`config.mk`:
```
export PLATFORM = sky130hd
export DESIGN_NAME = tl_a_repeater
export DESIGN_NICKNAME = d
export VERILOG_FILES = /design/src/rtl/tl_a_repeater.sv
export SDC_FILE = /design/constraint.sdc
export NUM_CORES = 1
export LEC_CHECK = 0
export ABC_AREA = 1
export CORE_ASPECT_RATIO = 0.8
export CORE_MARGIN = 8
export CORE_UTILIZATION = 26
export CTS_BUF_LIST = sky130_fd_sc_hd__clkbuf_4 sky130_fd_sc_hd__clkbuf_8 sky130_fd_sc_hd__clkbuf_16
export DETAILED_ROUTE_END_ITERATION = 12
export PLACE_DENSITY = 0.61
export SETUP_SLACK_MARGIN = 0.5
export SLEW_MARGIN = 20
export SYNTH_ARGS = -nofsm -noshare
export SYNTH_HDL_FRONTEND = slang
export SYNTH_SLANG_ARGS = --single-unit
```
`constraint.sdc`:
```
create_clock -name clock -period 2.6 [get_ports clock]
set_input_delay 0.26 -clock clock [delete_from_list [all_inputs] [get_ports clock]]
set_output_delay 0.26 -clock clock [all_outputs]
set_load 0.02 [all_outputs]
```
`src/rtl/tl_a_repeater.sv`:
```
// Single-entry TileLink-UL A-channel repeater: passes requests straight through, or holds one
// beat and replays it for as long as the downstream consumer keeps asserting repeat.
module tl_a_repeater #(
  parameter int ADDR_W = 15,
  parameter int SRC_W  = 5,
  parameter int DATA_W = 32
) (
  input  logic                clock,
  input  logic                reset_n,
  // "repeat" is a reserved word in SystemVerilog, so the replay request carries a suffix.
  input  logic                repeat_i,
  input  logic                enq_valid,
  output logic                enq_ready,
  input  logic [2:0]          enq_opcode,
  input  logic [2:0]          enq_param,
  input  logic [2:0]          enq_size,
  input  logic [SRC_W-1:0]    enq_source,
  input  logic [ADDR_W-1:0]   enq_address,
  input  logic [DATA_W/8-1:0] enq_mask,
  input  logic [DATA_W-1:0]   enq_data,
  input  logic                enq_corrupt,
  output logic                deq_valid,
  input  logic                deq_ready,
  output logic [2:0]          deq_opcode,
  output logic [2:0]          deq_param,
  output logic [2:0]          deq_size,
  output logic [SRC_W-1:0]    deq_source,
  output logic [ADDR_W-1:0]   deq_address,
  output logic [DATA_W/8-1:0] deq_mask,
  output logic [DATA_W-1:0]   deq_data,
  output logic                deq_corrupt,
  output logic                full,
  output logic [DATA_W/8-1:0] saved_mask,
  output logic                repeat_err
);

  localparam int MASK_W = DATA_W / 8;

  typedef enum logic {
    EMPTY = 1'b0,
    HELD  = 1'b1
  } state_e;

  state_e              state_q, state_d;
  logic [2:0]          s_opcode_q, s_param_q, s_size_q;
  logic [SRC_W-1:0]    s_source_q;
  logic [ADDR_W-1:0]   s_address_q;
  logic [MASK_W-1:0]   s_mask_q;
  logic [DATA_W-1:0]   s_data_q;
  logic                s_corrupt_q;
  logic                repeat_err_q, repeat_err_d;

  logic held;
  logic enq_fire;
  logic deq_fire;
  logic capture;

  // Fire terms are built from state directly so no path runs through the output process.
  assign held     = (state_q == HELD);
  assign enq_fire = enq_valid & deq_ready & ~held;
  assign deq_fire = (enq_valid | held) & deq_ready;
  assign capture  = enq_fire & repeat_i;

  always_ff @(posedge clock or negedge reset_n) begin
    if (!reset_n) begin
      state_q      <= EMPTY;
      repeat_err_q <= 1'b0;
    end else begin
      state_q      <= state_d;
      repeat_err_q <= repeat_err_d;
    end
  end

  always_comb begin
    state_d = state_q;
    unique case (state_q)
      EMPTY:   if (capture) state_d = HELD;
      HELD:    if (deq_fire && !repeat_i) state_d = EMPTY;
      default: state_d = EMPTY;
    endcase
  end

  // A repeat is only legal on a full-mask beat; flag partial captures for one cycle.
  assign repeat_err_d = capture & (enq_mask != {MASK_W{1'b1}});

  always_ff @(posedge clock or negedge reset_n) begin
    if (!reset_n) begin
      s_opcode_q  <= '0;
      s_param_q   <= '0;
      s_size_q    <= '0;
      s_source_q  <= '0;
      s_address_q <= '0;
      s_mask_q    <= '0;
      s_data_q    <= '0;
      s_corrupt_q <= 1'b0;
    end else if (capture) begin
      s_opcode_q  <= enq_opcode;
      s_param_q   <= enq_param;
      s_size_q    <= enq_size;
      s_source_q  <= enq_source;
      s_address_q <= enq_address;
      s_mask_q    <= enq_mask;
      s_data_q    <= enq_data;
      s_corrupt_q <= enq_corrupt;
    end
  end

  always_comb begin
    full        = held;
    deq_valid   = enq_valid | held;
    enq_ready   = deq_ready & ~held;
    deq_opcode  = held ? s_opcode_q  : enq_opcode;
    deq_param   = held ? s_param_q   : enq_param;
    deq_size    = held ? s_size_q    : enq_size;
    deq_source  = held ? s_source_q  : enq_source;
    deq_address = held ? s_address_q : enq_address;
    deq_mask    = held ? s_mask_q    : enq_mask;
    deq_data    = held ? s_data_q    : enq_data;
    deq_corrupt = held ? s_corrupt_q : enq_corrupt;
    saved_mask  = held ? s_mask_q    : '0;
    repeat_err  = repeat_err_q;
  end

endmodule

```
* Word-level counts from Yosys, hierarchy flattened
Index checks and enable logic that the tools add are counted.
** Word-level totals
- Flip-flop bits (word level) :: 68
- Bits in latches :: 0
- Memory bits (writable) :: 0
- Bits in read-only memories :: 0
- Input bits :: 71
- Output and inout bits :: 74
- Word-level logic and storage cells :: 33
- Memories :: 0
** Cells by class
- Add/sub/neg operators :: 0
- Multipliers :: 0
- Div/mod/pow operators :: 0
- Order comparisons :: 0
- Equality and inequality tests :: 1
- Shifts and indexed selects :: 0
- Multiplexer cells :: 12
- Bitwise logic cells :: 8
- Reduce and logical (&&, ||, !) cells :: 2
** Operator list (number)
- 2-to-1 mux 32 bit :: 1
- 2-to-1 mux 15 bit :: 1
- 2-to-1 mux 3 bit :: 3
- 2-to-1 mux 4 bit :: 2
- bitwise AND 1 bit :: 6
- 2-to-1 mux 5 bit :: 1
- inequality test 4 bit (second input constant) :: 1
- 2-to-1 mux 1 bit :: 3
- case mux 1 bit (2 select lines) :: 1
- logical AND 1 bit :: 1
- logical NOT 1 bit :: 1
- NOT 1 bit :: 1
- bitwise OR 1 bit :: 1

* Longest topological paths before layout
Gate-level depths: netlist (run 1).
- Depth after elaboration :: 5
- Depth in mapped cells :: 7
- Gate-level depth less buffers :: 5

* Worst setup path before layout (run 1)
Ideal clock, no wire load.
- Kind :: register to output
- Start point :: reg state_q, in the netlist full
- End point :: out deq_address[10]
- Data arrival time :: 1.257 ns
- Data required time :: 2.340 ns
- Slack :: 1.083 ns
- Stages on the path, launching flop included :: 7
- Buffers on the path :: 3
- Path through :: dfrtp_1 buf_2 inv_1 buf_2 buf_2 nand2_1 nand2_1
** Between the ends
- Longest elaborated chain between the ends :: 1
** Ends and longest elaborated chain
- start, declared :: line 44 : state_e state_q, state_d;
- start signal, assigned :: line 69 : state_q <= state_d;
- 2-to-1 mux 15 bit :: line 116 : deq_address = held ? s_address_q : enq_address;
- end, declared :: line 28 : output logic [ADDR_W-1:0] deq_address,
Every way passes these cells.

* Final worst setup path (run 1)
- Start point :: reg state_q, in the netlist full
- End point :: out deq_mask[0]
** Between the ends
- Longest elaborated chain between the ends :: 1
** Ends and longest elaborated chain
- 2-to-1 mux 4 bit :: line 117 : deq_mask = held ? s_mask_q : enq_mask;
- end, declared :: line 29 : output logic [DATA_W/8-1:0] deq_mask,
Every way passes these cells.

==> impl_metrics.json, run 1 <==
{
  "worst-slew-pin-transition_ns": 0.825,
  "grt_pass1_wl_um": 17800,
  "status": "finished, final reports clean",
  "skew_ns": 0.00544,
  "synth_cells": 517,
  "coreArea_mm2": 0.0135,
  "power.leakage_uw": 0.00305,
  "drive_gt1_frac": 0.0492,
  "remaining_drc_errors": 0,
  "ys_seq_area_frac": 0.480,
  "die_x_um": 147,
  "required_ns": 2.34,
  "fp.dieH_um": 120,
  "gp_congestion": 0.760,
  "clk_latency_ns": 0.32,
  "antenna_found_initial": 0,
  "h-tree-depth": 3,
  "grt_pass1_vias": 3650,
  "port_buffers": 144,
  "ios": 145,
  "avgSynthCellArea_um2": 6.86,
  "min_period_ns": 2.01,
  "end_kind": "output port",
  "viasPerCell": 4.29,
  "cp_max_fo": 18,
  "dr_wl_met3_um": 625,
  "fin_crit_sh": 0.775,
  "drtPass1Iterations": 5,
  "cts_tree": "yes",
  "rsz0062_at_grt": "false",
  "grt_max_degree": 71,
  "post_cts_buffers": 0,
  "reg2reg_from": "full$_DFF_PN0_",
  "grt_usage": 0.120,
  "crit_chain": "buf_12, nand2_1, nand2_1, clkdlybuf4s50_1",
  "arrival_ns": 1.75,
  "ant_nets": 0,
  "clockBufferDepth": 2,
  "clock-sinks": 68,
  "setup_tns_ns": 0,
  "cpPeakStageDelay_ns": 0.60,
  "final_core_util": 0.403,
  "drt_iter0_drc": 218,
  "start_util": 0.264,
  "max_freq_ghz": 0.496,
  "wl_um": 10800,
  "cap_violations": 0,
  "relSlewSlack": 0.450,
  "crit_start": "full$_DFF_PN0_",
  "syn2layout_area_growth_pct": 52.9,
  "crit_family": "buffers and inverters",
  "critPathBufInv": 2,
  "ys_types": 14,
  "critical_path_class": "register to output port",
  "cp-start-kind": "register",
  "antenna_cells": 0,
  "dr_total_vias": 3557,
  "wire_per_inst_um": 13.0,
  "syn_area_mm2": 0.00355,
  "cts-root-buf": "clkbuf_16",
  "met2_length_um": 4850,
  "vdd_drop_max_v": 0.000258,
  "top_layer": "met4",
  "powerDensity_mw_per_mm2": 729,
  "fill_cells": 1373,
  "hold_viol": 0,
  "place_hpwl_um": 7530,
  "fp.dieArea_mm2": 0.0177,
  "clkTransAtPathRegs_ns": 0.05,
  "cpMaxStageDelayCell": "clkdlybuf4s50_1",
  "met1_length_um": 5200,
  "ys_ff_latch": 68,
  "slew_viol_final": 0,
  "nets": 716,
  "cts_buffers": 9,
  "row_count": 38,
  "hold_class": "input port to async pin",
  "grt_overflow": 0,
  "yosysWarnings": 0,
  "setup_violations": 0,
  "crit_top_cell": "nand2_1",
  "syn-num-nets": 588
}
[logic make-up (layout without fill, tap and decap cells)]
kind of cell           count (synthesis)  count (layout)  synth area share
and+or+nand+nor                      405             405             0.456
DFF                                   68              68             0.480
buffers and inverters                 43             176            0.0632
AOI/OAI and AO/OA                      1               1           0.00141
[state kept, by name (all words and copies together) (netlist names)]
signal / flops
full: 1
repeat_err: 1
s_address_q: 15
s_corrupt_q: 1
s_data_q: 32
s_mask_q: 4
s_opcode_q: 3
s_param_q: 3
s_size_q: 3
s_source_q: 5
[cell type report]
cell class	count	area, µm²	share of cell area
clock buffer	12	254	0.0468
clock inverter	4	48.8	0.00900
inverter	7	31.3	0.00577
multi-input combinational	406	1620	0.299
sequential	68	1700	0.314
tap	180	225	0.0415
timing repair buffer	153	1540	0.284
[layout by cell type (no fill, tap or decap), types with 2 or more instances in the layout]
master           count
buf_12               3
buf_4                4
clkbuf_16           11
clkbuf_4             2
clkdlybuf4s50_1     81
clkinv_2             2
dfrtp_1             67
dlygate4sd2_1       53
dlymetal6s2s_1       9
inv_1                5
nand2_1            334
nand3_1             66
nor2_1               2
[through the flow]
step                hold WS [ns]  std cells  total power, µW  cell area [µm²]  setup WS (ns)
floorplan                -0.0356        517             2190             3550           1.08
global placement           0.403        812             2810             5090          0.580
detailed placement         0.412        812             2840             5090          0.530
CTS                       0.0622        828             3980             5350          0.470
global route               0.113        830             4220             5420          0.503
finish                    0.0349        830             3950             5420          0.585
[report_power, final]
group	leakage [µW]	switching, µW	internal, µW
sequential	0.000850	143	1310
combinational	0.00204	756	533
clock	0.000153	426	788
total	0.00305	1330	2630
[worst paths after layout]
path / depth (start not counted) / endpoint / slack [ns]
worst min register to register: 2 / s_source_q[4]$_DFFE_PN0P_ / 0.47
max in group asynchronous: 1 / full$_DFF_PN0_ / 1.98
worst max-delay path: 4 / deq_mask[0] / 0.59
worst min-delay path: 1 / s_size_q[0]$_DFFE_PN0P_ / 0.03
worst max register to register: 6 / s_data_q[8]$_DFFE_PN0P_ / 0.76
min in group clock: 2 / s_source_q[4]$_DFFE_PN0P_ / 0.47
[routing by layer]
layer  global-route usage  vias up
li1                     -     1842
met1                0.152     1603
met2                0.195      103
met3               0.0355        9
met4               0.0321        0
met5                    0        -
[timing repair]
item | 4_1_cts | 5_1_grt
pin swaps | 0 | 0
endpoints found under the setup margin | 73 | 19
resized for setup | 58 | 10
hold buffers | 0 | 0
cloned | 0 | 2
[synth_stat cells]
master	count	area, µm²
nand2_2	1	6.26
inv_1	6	22.5
clkbuf_1	9	33.8
nor2_4	1	11.3
buf_4	4	30.0
buf_2	20	100
or2_2	1	6.26
o21ai_0	1	5.00
dfrtp_1	68	1700
nor2_1	2	7.51
buf_6	3	33.8
inv_2	1	3.75
nand3_1	66	330
nand2_1	334	1250
No activity file was read; power rests on OpenSTA's default activity.
==> run 2: changes to the inputs <==
==> constraint.sdc (replaced) <==
create_clock -name clock -period 1.9 [get_ports clock]
set_input_delay 0.19 -clock clock [delete_from_list [all_inputs] [get_ports clock]]
set_output_delay 0.19 -clock clock [all_outputs]
set_load 0.02 [all_outputs]
==> impl_metrics.json, run 2 (same netlist as run 1, synthesis figures left out) <==
{
  "vdd_drop_max_v": 0.000379,
  "min_period_ns": 1.68,
  "crit_top_cell": "buf_6",
  "setup_violations": 0,
  "rsz0062_at_grt": "true",
  "clk_latency_ns": 0.32,
  "antenna_found_initial": 0,
  "largest_reg_flops": 32,
  "end_kind": "output port",
  "grt_overflow": 0,
  "drive_gt1_frac": 0.431,
  "clkTransAtPathRegs_ns": 0.06,
  "status": "finished, final reports clean",
  "viasPerCell": 4.59,
  "cts-root-buf": "clkbuf_16",
  "cp-start-kind": "register",
  "coreArea_mm2": 0.0135,
  "port_buffers": 144,
  "place_hpwl_um": 8430,
  "final_cell_mix": "179 x nand2_1, 113 x nand2_2, 69 x clkdlybuf4s50_1",
  "row_count": 38,
  "grt_pass1_wl_um": 19700,
  "cts_buffers": 9,
  "critical_path_class": "register to output port",
  "grt_usage": 0.133,
  "final_core_util": 0.482,
  "skew_ns": 0.00278,
  "antenna_cells": 0,
  "fp.dieH_um": 120,
  "worstRegToRegCells": 7,
  "setup_tns_ns": 0,
  "relSlewSlack": 0.684,
  "h-tree-depth": 3,
  "fin_crit_sh": 0.883,
  "arrival_ns": 1.49,
  "grt_max_degree": 38,
  "die_x_um": 147,
  "ant_nets": 0,
  "crit_chain": "buf_12, nor2_4, buf_6, buf_6",
  "wl_um": 14500,
  "worst-slew-pin-transition_ns": 0.474,
  "required_ns": 1.71,
  "dr_total_vias": 3976,
  "start_util": 0.264,
  "hold_class": "input port to async pin",
  "cpPeakStageDelay_ns": 0.57,
  "remaining_drc_errors": 0,
  "cpMaxStageDelayCell": "dfrtp_4",
  "regMostFlops": "s_data_q",
  "fp.dieArea_mm2": 0.0177,
  "hold_viol": 0,
  "gp_congestion": 0.772,
  "ios": 145,
  "drt_iter0_drc": 237,
  "syn2layout_area_growth_pct": 83.0,
  "top_regs": "s_data_q (32), s_address_q (15), s_source_q (5)",
  "powerDensity_mw_per_mm2": 936,
  "power.leakage_uw": 0.00329,
  "max_freq_ghz": 0.596,
  "cp_max_fo": 6,
  "nets": 752,
  "cap_violations": 0,
  "wire_per_inst_um": 16.7,
  "clock-sinks": 68,
  "layout_commonest_cell": "nand2_1",
  "grt_pass1_vias": 3904,
  "cts_tree": "yes",
  "clockBufferDepth": 2,
  "drtPass1Iterations": 4,
  "slew_viol_final": 0
}
run 2: path summary, 6_finish.rpt:
path / from / endpoint / slack [ns]
setup / recovery: full$_DFF_PN0_ / enq_ready / 0.22
hold / removal: reset_n / s_size_q[0]$_DFFE_PN0P_ / 0.42
setup reg to reg: full$_DFF_PN0_ / s_data_q[4]$_DFFE_PN0P_ / 0.27
hold reg to reg: s_source_q[0]$_DFFE_PN0P_ / s_source_q[0]$_DFFE_PN0P_ / 0.48
max in group asynchronous: reset_n / full$_DFF_PN0_ / 1.07
min in group clock: enq_data[9] / s_data_q[9]$_DFFE_PN0P_ / 0.45
run 2: cell type report:
type	instances	area, µm²
clock buffer	9	225
clock inverter	7	43.8
fill	1324	6970
inverter	7	38.8
multi-input combinational	407	2260
sequential	68	1710
tap	180	225
timing repair buffer	188	1990
run 2: repair_timing:
item	in CTS	in global routing
buffers inserted	0	7
hold endpoints to repair	68	0
pin swaps	1	5
setup endpoints to repair	142	142
gates resized for setup	220	307
gates cloned	1	21
hold buffers	1	0
run 2: worst max-delay path: cells and delay by family (launching register included):
family	cells	cell delay, ns
AND/OR/NAND/NOR	1	0.18
buffers and inverters	3	0.41
flip-flops	1	0.57
run 2: per-stage QoR:
stage | total power [µW] | setup WS, ns | cells | hold slack (ns) | area [µm²]
detailed placement | 4010 | 0.124 | 820 | 0.252 | 5270
CTS | 5500 | 0.188 | 838 | 0.435 | 5650
global placement | 3960 | 0.161 | 820 | 0.241 | 5270
finish | 6080 | 0.223 | 866 | 0.424 | 6490
global route | 6430 | 0.177 | 866 | 0.459 | 6490
floorplan | 3060 | 0.485 | 517 | -0.106 | 3650
run 2: metal layers:
layer / vias to the layer above / GRT usage / part of all wire
met4: 0 / 0.0347 / 0.0095
met1: 1891 / 0.161 / 0.45
met5: - / 0 / 0
met3: 14 / 0.0388 / 0.056
met2: 143 / 0.227 / 0.49
li1: 1928 / - / -
run 2: where the power goes:
group          switching (µW)  internal, µW
clock                     630           875
combinational            1290          1140
sequential                354          1790
